**config.mk**
```make
export PLATFORM = sky130hd
export DESIGN_NAME = pxs_line_scheduler_flat
export DESIGN_NICKNAME = d
export VERILOG_FILES = /design/src/rtl/pxs_pkg.sv /design/src/rtl/pxs_line_scheduler_if.sv /design/src/rtl/pxs_vsync_edge.sv /design/src/rtl/pxs_line_scheduler.sv /design/src/flat_wrapper.sv
export SDC_FILE = /design/constraint.sdc
export NUM_CORES = 1
export LEC_CHECK = 0
export ABC_AREA = 1
export CELL_PAD_IN_SITES_DETAIL_PLACEMENT = 0
export CELL_PAD_IN_SITES_GLOBAL_PLACEMENT = 1
export CORE_MARGIN = 10
export CORE_UTILIZATION = 36
export CTS_BUF_LIST = sky130_fd_sc_hd__clkbuf_2
export CTS_CLUSTER_SIZE = 30
export DETAILED_ROUTE_END_ITERATION = 10
export GPL_TIMING_DRIVEN = 1
export PLACE_DENSITY_LB_ADDON = 0.1
export SLEW_MARGIN = 20
export SYNTH_ARGS = -nofsm -noshare
export SYNTH_HDL_FRONTEND = slang
export SYNTH_HIERARCHICAL = 1
export SYNTH_SLANG_ARGS = --single-unit
export TNS_END_PERCENT = 50
```
**constraint.sdc**
```tcl
create_clock -name px_clk -period 2.3 [get_ports px_clk]
set_input_delay 0.69 -clock px_clk [delete_from_list [all_inputs] [get_ports px_clk]]
set_output_delay 0.69 -clock px_clk [all_outputs]
set_load 0.005 [all_outputs]
```
**src/rtl/pxs_pkg.sv**
```systemverilog
// pxs_pkg: definitions shared by the pixel-stream (pxs) overlay blocks.
//   - bit positions of the fields in the 23-bit VGA stream word
//   - stream widths with and without the 3-bit RGB extension
//   - 3-bit colour constants used by the painters
//   - state encoding of the per-frame scheduler FSM
package pxs_pkg;

    localparam int unsigned VGA_W     = 23;
    localparam int unsigned VGA_RGB_W = 26;

    localparam int unsigned AV_BIT = 0;
    localparam int unsigned VS_BIT = 1;
    localparam int unsigned HS_BIT = 2;
    localparam int unsigned Y_LSB  = 3;
    localparam int unsigned Y_MSB  = 12;
    localparam int unsigned X_LSB  = 13;
    localparam int unsigned X_MSB  = 22;

    localparam int unsigned COORD_W = 10;
    localparam int unsigned DIV_W   = 8;

    localparam logic [2:0] RGB_BLACK = 3'b000;
    localparam logic [2:0] RGB_BLUE  = 3'b001;
    localparam logic [2:0] RGB_GREEN = 3'b010;
    localparam logic [2:0] RGB_RED   = 3'b100;
    localparam logic [2:0] RGB_WHITE = 3'b111;

    typedef enum logic [1:0] {
        ST_IDLE       = 2'd0,
        ST_WAIT_FRAME = 2'd1,
        ST_MOVE       = 2'd2
    } sched_state_e;

endpackage

```
**src/rtl/pxs_line_scheduler_if.sv**
```systemverilog
// pxs_line_scheduler_if: signal bundle between the line scheduler and its
// environment.
//   VGAStr_i   : 23-bit VGA stream (AV, VSync, HSync, YCoord, XCoord)
//   run        : motion enable level
//   step_i     : pixels per move (0..15)
//   line_y     : current line row
//   dir_o      : 0 = moving down, 1 = moving up
//   frame_tick : one-cycle pulse per frame start
//   busy       : scheduler FSM not idle
// master = stream/control source, slave = scheduler.
interface pxs_line_scheduler_if;
    import pxs_pkg::*;

    logic [VGA_W-1:0]   VGAStr_i;
    logic               run;
    logic [3:0]         step_i;
    logic [COORD_W-1:0] line_y;
    logic               dir_o;
    logic               frame_tick;
    logic               busy;

    modport master (
        output VGAStr_i, run, step_i,
        input  line_y, dir_o, frame_tick, busy
    );

    modport slave (
        input  VGAStr_i, run, step_i,
        output line_y, dir_o, frame_tick, busy
    );

endinterface

```
**src/rtl/pxs_vsync_edge.sv**
```systemverilog
// pxs_vsync_edge: registers VSync and emits a one-cycle tick on each
// inactive->active transition (polarity set by VS_POL).
//   clk     : pixel clock
//   rst     : asynchronous active-high reset
//   vsync_i : raw VSync bit from the stream
//   tick_o  : registered frame-start pulse, high the cycle after the
//             sample that shows the transition
module pxs_vsync_edge #(
    parameter bit VS_POL = 1'b0
) (
    input  logic clk,
    input  logic rst,
    input  logic vsync_i,
    output logic tick_o
);

    logic vs_q, vs_d;
    logic tick_q, tick_d;

    always_comb begin
        vs_d   = vsync_i;
        tick_d = (vsync_i == VS_POL) && (vs_q != VS_POL);
    end

    always_ff @(posedge clk or posedge rst) begin
        if (rst) begin
            vs_q   <= ~VS_POL;
            tick_q <= 1'b0;
        end else begin
            vs_q   <= vs_d;
            tick_q <= tick_d;
        end
    end

    assign tick_o = tick_q;

endmodule

```
**src/rtl/pxs_line_scheduler.sv**
```systemverilog
// pxs_line_scheduler: per-frame motion controller for the overlay line.
// Every FRAME_DIV frame starts (while run is high) the line row moves by
// step_i pixels, bouncing between Y_MIN and Y_MAX. line_y feeds the
// downstream constant-colour painter; no pixels are produced here.
//   px_clk : pixel clock
//   reset  : asynchronous active-high reset
//   bus    : slave side of pxs_line_scheduler_if (stream in, run, step_i,
//            line_y, dir_o, frame_tick, busy)
module pxs_line_scheduler
    import pxs_pkg::*;
#(
    parameter int unsigned Y_MIN     = 0,
    parameter int unsigned Y_MAX     = 479,
    parameter int unsigned Y_INIT    = 245,
    parameter int unsigned FRAME_DIV = 1,
    parameter bit          VS_POL    = 1'b0
) (
    input  logic                 px_clk,
    input  logic                 reset,
    pxs_line_scheduler_if.slave  bus
);

    localparam logic [10:0]        Y_MIN_L  = 11'(Y_MIN);
    localparam logic [10:0]        Y_MAX_L  = 11'(Y_MAX);
    localparam logic [COORD_W-1:0] Y_INIT_L = COORD_W'(Y_INIT);
    localparam logic [DIV_W-1:0]   DIV_LAST = DIV_W'(FRAME_DIV - 1);

    sched_state_e       state_q, state_d;
    logic [DIV_W-1:0]   div_q, div_d;
    logic [COORD_W-1:0] line_y_q, line_y_d;
    logic               dir_q, dir_d;

    logic               frame_tick;
    logic [10:0]        sum;
    logic [COORD_W-1:0] diff;
    logic [10:0]        up_limit;
    logic [COORD_W-1:0] move_y;
    logic               move_dir;
    logic               stream_unused;

    // Only VSync matters here; the remaining stream fields are sunk.
    always_comb stream_unused = ^{bus.VGAStr_i[VGA_W-1:VS_BIT+1], bus.VGAStr_i[AV_BIT]};

    pxs_vsync_edge #(
        .VS_POL (VS_POL)
    ) u_vsync_edge (
        .clk     (px_clk),
        .rst     (reset),
        .vsync_i (bus.VGAStr_i[VS_BIT]),
        .tick_o  (frame_tick)
    );

    // Bounce datapath. A zero step never bounces, so the limits are
    // left untouched when step_i is 0. The up branch only subtracts when
    // line_y > Y_MIN + s, so the 10-bit difference cannot wrap.
    always_comb begin
        sum      = {1'b0, line_y_q} + {7'b0, bus.step_i};
        up_limit = Y_MIN_L + {7'b0, bus.step_i};
        diff     = line_y_q - {6'b0, bus.step_i};
        move_y   = line_y_q;
        move_dir = dir_q;
        if (bus.step_i != 4'd0) begin
            if (!dir_q) begin
                if (sum >= Y_MAX_L) begin
                    move_y   = Y_MAX_L[COORD_W-1:0];
                    move_dir = 1'b1;
                end else begin
                    move_y   = sum[COORD_W-1:0];
                end
            end else begin
                if ({1'b0, line_y_q} <= up_limit) begin
                    move_y   = Y_MIN_L[COORD_W-1:0];
                    move_dir = 1'b0;
                end else begin
                    move_y   = diff;
                end
            end
        end
    end

    always_comb begin
        state_d  = state_q;
        div_d    = div_q;
        line_y_d = line_y_q;
        dir_d    = dir_q;
        case (state_q)
            ST_IDLE: begin
                div_d = '0;
                if (bus.run) state_d = ST_WAIT_FRAME;
            end
            ST_WAIT_FRAME: begin
                // Dropping run wins over a tick arriving in the same cycle.
                if (!bus.run) begin
                    state_d = ST_IDLE;
                    div_d   = '0;
                end else if (frame_tick) begin
                    if (div_q == DIV_LAST) begin
                        div_d   = '0;
                        state_d = ST_MOVE;
                    end else begin
                        div_d = div_q + 1'b1;
                    end
                end
            end
            ST_MOVE: begin
                line_y_d = move_y;
                dir_d    = move_dir;
                state_d  = bus.run ? ST_WAIT_FRAME : ST_IDLE;
            end
            default: begin
                state_d = ST_IDLE;
                div_d   = '0;
            end
        endcase
    end

    always_ff @(posedge px_clk or posedge reset) begin
        if (reset) begin
            state_q  <= ST_IDLE;
            div_q    <= '0;
            line_y_q <= Y_INIT_L;
            dir_q    <= 1'b0;
        end else begin
            state_q  <= state_d;
            div_q    <= div_d;
            line_y_q <= line_y_d;
            dir_q    <= dir_d;
        end
    end

    assign bus.line_y     = line_y_q;
    assign bus.dir_o      = dir_q;
    assign bus.frame_tick = frame_tick;
    assign bus.busy       = (state_q != ST_IDLE);

endmodule

```
**src/flat_wrapper.sv**
```systemverilog
// flat-port wrapper written by rule: the top's interface ports become plain ports
module pxs_line_scheduler_flat import pxs_pkg::*;
#(
    parameter int unsigned Y_MIN     = 0,
    parameter int unsigned Y_MAX     = 479,
    parameter int unsigned Y_INIT    = 245,
    parameter int unsigned FRAME_DIV = 1,
    parameter bit          VS_POL    = 1'b0
)
  (px_clk, reset, bus_VGAStr_i, bus_run, bus_step_i, bus_line_y, bus_dir_o, bus_frame_tick, bus_busy);
  pxs_line_scheduler_if bus_i ();
  input  logic px_clk;
  input  logic reset;
  input wire logic [$bits(bus_i.VGAStr_i)-1:0] bus_VGAStr_i;
  input wire logic [$bits(bus_i.run)-1:0] bus_run;
  input wire logic [$bits(bus_i.step_i)-1:0] bus_step_i;
  output wire logic [$bits(bus_i.line_y)-1:0] bus_line_y;
  output wire logic [$bits(bus_i.dir_o)-1:0] bus_dir_o;
  output wire logic [$bits(bus_i.frame_tick)-1:0] bus_frame_tick;
  output wire logic [$bits(bus_i.busy)-1:0] bus_busy;
  assign bus_i.VGAStr_i = bus_VGAStr_i;
  assign bus_i.run = bus_run;
  assign bus_i.step_i = bus_step_i;
  assign bus_line_y = bus_i.line_y;
  assign bus_dir_o = bus_i.dir_o;
  assign bus_frame_tick = bus_i.frame_tick;
  assign bus_busy = bus_i.busy;
  pxs_line_scheduler #(.Y_MIN(Y_MIN), .Y_MAX(Y_MAX), .Y_INIT(Y_INIT), .FRAME_DIV(FRAME_DIV), .VS_POL(VS_POL)) u_core (.px_clk(px_clk), .reset(reset), .bus(bus_i));
endmodule
```
==> qor.log <==
[place] gp weighted congestion 0.827
[flow_run] Max-cap violations 0
[place] Detailed Place HPWL 3.88 mm
[clock_tree] depth of the CTS H-tree 1
[floorplanning] Core Area 0.00511 mm2
[critical_path] Critical Path Start bus_step_i[0]
[critical_path] category of the worst setup path capture point register
[sta] Slew HR 79.7%
[status] result of the run finished, final reports clean
[sta] number of setup violations in the final report 0
[yosys] top-area cell type share of the netlist area 21.2%
[critical_path] Worst setup SP type primary input
[routing] average detailed-routed wire length per instance 12.1 um
[sta] count of pins over their slew limit 0
[layout] diode insertion count for antenna repair 0
[yosys] distinct cell type count after synthesis 34
[routing] number of antenna-violating nets in the routed design 0
[sta] Worst Setup Slack, final 93.8 ps
[critical_path] launching point of the worst reg2reg path u_core/bus.line_y[0]$_DFFE_PP1P_
[yosys] dominant cells by area after synthesis dfrtp_1 21%, nand2_1 15%, dfstp_2 9.8%, inv_1 8.4%, ha_1 6.6%
[floorplanning] die outline height 92.4 um
[clock_tree] clock transition at the registers of the reported paths 240 ps
[pwr] leakage power figure 1.32 nW
[yosys] Avg Synthesized Cell Area 6.81 um2
[critical_path] register-to-register setup slack 90 ps
[layout] most frequent standard cell in the layout excluding fill and tap cells nand2_1
[sta] total count of hold-check failures in the final report 0
[yosys] part of the Yosys area used for sequential elements 31.0%
[sta] fin crit share 95.9%
[sta] skew final 28.6 ps
[grt] aggregate global routing overflow 0
[place] Place WS -580 ps
[routing] number of search-and-repair iterations in the first detailed-routing pass 4
[critical_path] RR Endpoint u_core/bus.line_y[2]$_DFFE_PP1P_
[layout] fraction of layout cells with a size suffix above 1 30.4%
[sta] actual transition at the worst max-transition pin 305 ps
[clock_tree] Num CTS Buffers 3
[layout] count of nets after finishing 378
[pwr] Power Total 2.93 mW
[critical_path] type of the worst setup path primary input to register
[floorplanning] Top Ports 43
[yosys] cell count after synthesis 277
[floorplanning] FP Rows 26
[critical_path] maximum fanout count along the critical path 8
[clock_tree] TritonCTS sink count 23
[yosys] Synth Register Bits 23
[clock_tree] worst skew pair latency 340 ps
[clock_tree] TritonCTS clock tree done
[floorplanning] initial core utilization 36.9%
[grt] global-route wire length before repair 8.58 mm
[sta] setup repair after global routing missed its margin yes
[min_path] classification of the worst-slack hold path primary input to async pin
[yosys] number of enable flip-flop cells after synthesis 0
[routing] via density per instance 4.46
[sta] fmax 453 MHz
[layout] cell area after layout 0.00262 mm2
[floorplanning] full die area 0.00853 mm2
[grt] largest net degree at the start of global routing 22
[yosys] Post-Synthesis Cell Area 0.00189 mm2
[routing] Post-route DRC 0
[routing] number of DRC violations after detailed-routing iteration 0 94
[pwr] Pwr per Cell Area 1120 mW/mm2
[layout] signed area change from the synthesized netlist to the final layout 38.9%
[yosys] prevailing post-synth register cell dfrtp_1
[place] number of buffers added on ports 20
[layout] leading cell types in the layout, fill and taps excluded 65 x nand2_1, 36 x buf_4, 36 x inv_1
[clock_tree] maximum buffer depth of the clock tree 2
[routing] routed wire length 4.89 mm
[yosys] YS warnings 6
[yosys] cell type contributing the most total cell area after synthesis dfrtp_1
[yosys] Mapped Nets 319
[sta] min Tclk post-route 2210 ps
[grt] Total GRT Usage 11.9%
[routing] via count of the routed design 1808
[critical_path] worst endpoint data arrival time 2510 ps
[grt] number of global-route vias before repair 1917
[clock_tree] library cell used as clock root buffer clkbuf_2
[grt] number of antenna violations at the first check in global routing 0
[critical_path] count of cells along the worst register-to-register path 12
[yosys] async set or reset register ratio after synthesis 100%
[floorplanning] Horiz. Die Dim 92.4 um
[layout] utilization of the core after routing 51.3%
[place] dpl cell area 0.00242 mm2
[pwr] VDD IR max 0.359 mV
[critical_path] required time at the endpoint of the critical path 2600 ps
[cell type report]
| class | instances | area (um2) |
|---|---|---|
| Clock buffer | 3 | 15.0 |
| Clock inverter | 1 | 7.51 |
| Fill cell | 551 | 2490 |
| Inverter | 47 | 179 |
| Multi-Input combinational cell | 202 | 1220 |
| Sequential cell | 23 | 584 |
| Tap cell | 70 | 87.6 |
| Timing Repair Buffer | 59 | 520 |
[stage by stage]
step | hold slack (ps) | setup TNS (ps) | instances
2_1_floorplan | 430 | 0 | 277
3_3_place_gp | 468 | -5710 | 397
3_5_place_dp | 468 | -5860 | 397
4_1_cts | 444 | -16.3 | 404
5_1_grt | 435 | -105 | 405
6_report | 472 | 0 | 405
[power breakdown]
group / internal, mW / switching [mW] / leakage, nW
clock: 0.0404 / 0.122 / 0.0126
sequential: 0.532 / 0.129 / 0.282
combinational: 1.00 / 1.10 / 1.02
[critical path, stage by stage]
cell,delay (ps)
clkdlybuf4s15_1,230
ha_4,160
inv_2,40
fa_2,370
xnor2_2,170
nor3_2,190
nand3_2,90
nand2_1,60
nand2_1,60
nand2_2,90
nand2_4,110
buf_6,140
a21oi_2,110
[state kept, by name (all words and copies together) (netlist names)]
register                    flops
u_core/bus.dir_o                1
u_core/u_vsync_edge/tick_o      1
u_core/div_q                    8
u_core/bus.line_y              10
u_core/state_q                  2
u_core/u_vsync_edge/vs_q        1
[kinds of logic after synthesis]
group           synth area share (%)
flops                           31.0
xor+xnor                        3.72
fa+ha+maj                       8.76
compound gates                  9.36
simple gates                    36.5
buf+inv                         10.7
[worst max path at each step]
| stage | end | cells after the start |
|---|---|---|
| CTS | u_core/bus.line_y[1]$_DFFE_PP0P_ | 13 |
| detailed placement | u_core/bus.line_y[8]$_DFFE_PP0P_ | 16 |
| floorplan | u_core/bus.line_y[8]$_DFFE_PP0P_ | 15 |
| global placement | u_core/bus.line_y[8]$_DFFE_PP0P_ | 17 |
| finish | u_core/bus.line_y[2]$_DFFE_PP1P_ | 13 |
| global route | u_core/bus.line_y[1]$_DFFE_PP0P_ | 15 |
[synth_stat cells (2+ instances only)]
| master | instances |
|---|---|
| ha_1 | 10 |
| nand2_2 | 5 |
| dfrtp_1 | 16 |
| inv_2 | 4 |
| nand4_1 | 3 |
| nand3_2 | 4 |
| xor2_1 | 6 |
| nor3_1 | 6 |
| a21oi_2 | 2 |
| nand3_1 | 22 |
| nor3_2 | 2 |
| inv_1 | 42 |
| o21ai_0 | 8 |
| xnor2_1 | 2 |
| nor2_2 | 2 |
| buf_2 | 2 |
| nand2_1 | 75 |
| a21oi_1 | 10 |
| clkbuf_1 | 2 |
| a31oi_1 | 2 |
| dfstp_2 | 7 |
| fa_1 | 2 |
| nor2_1 | 32 |
[layer usage]
layer,wire [um],global-route usage (%)
met2,2400,21.1
met1,2340,14.8
met4,29,3.47
met5,0,0
met3,114,1.45
[repair_timing]
item                       CTS  global route
gates cloned                 0             0
gates resized for setup     22            24
pin swaps                   10            15
hold buffers                 0             0
setup endpoints to repair   12            13
buffers inserted             3             1
(Power assumes the default switching activity.)
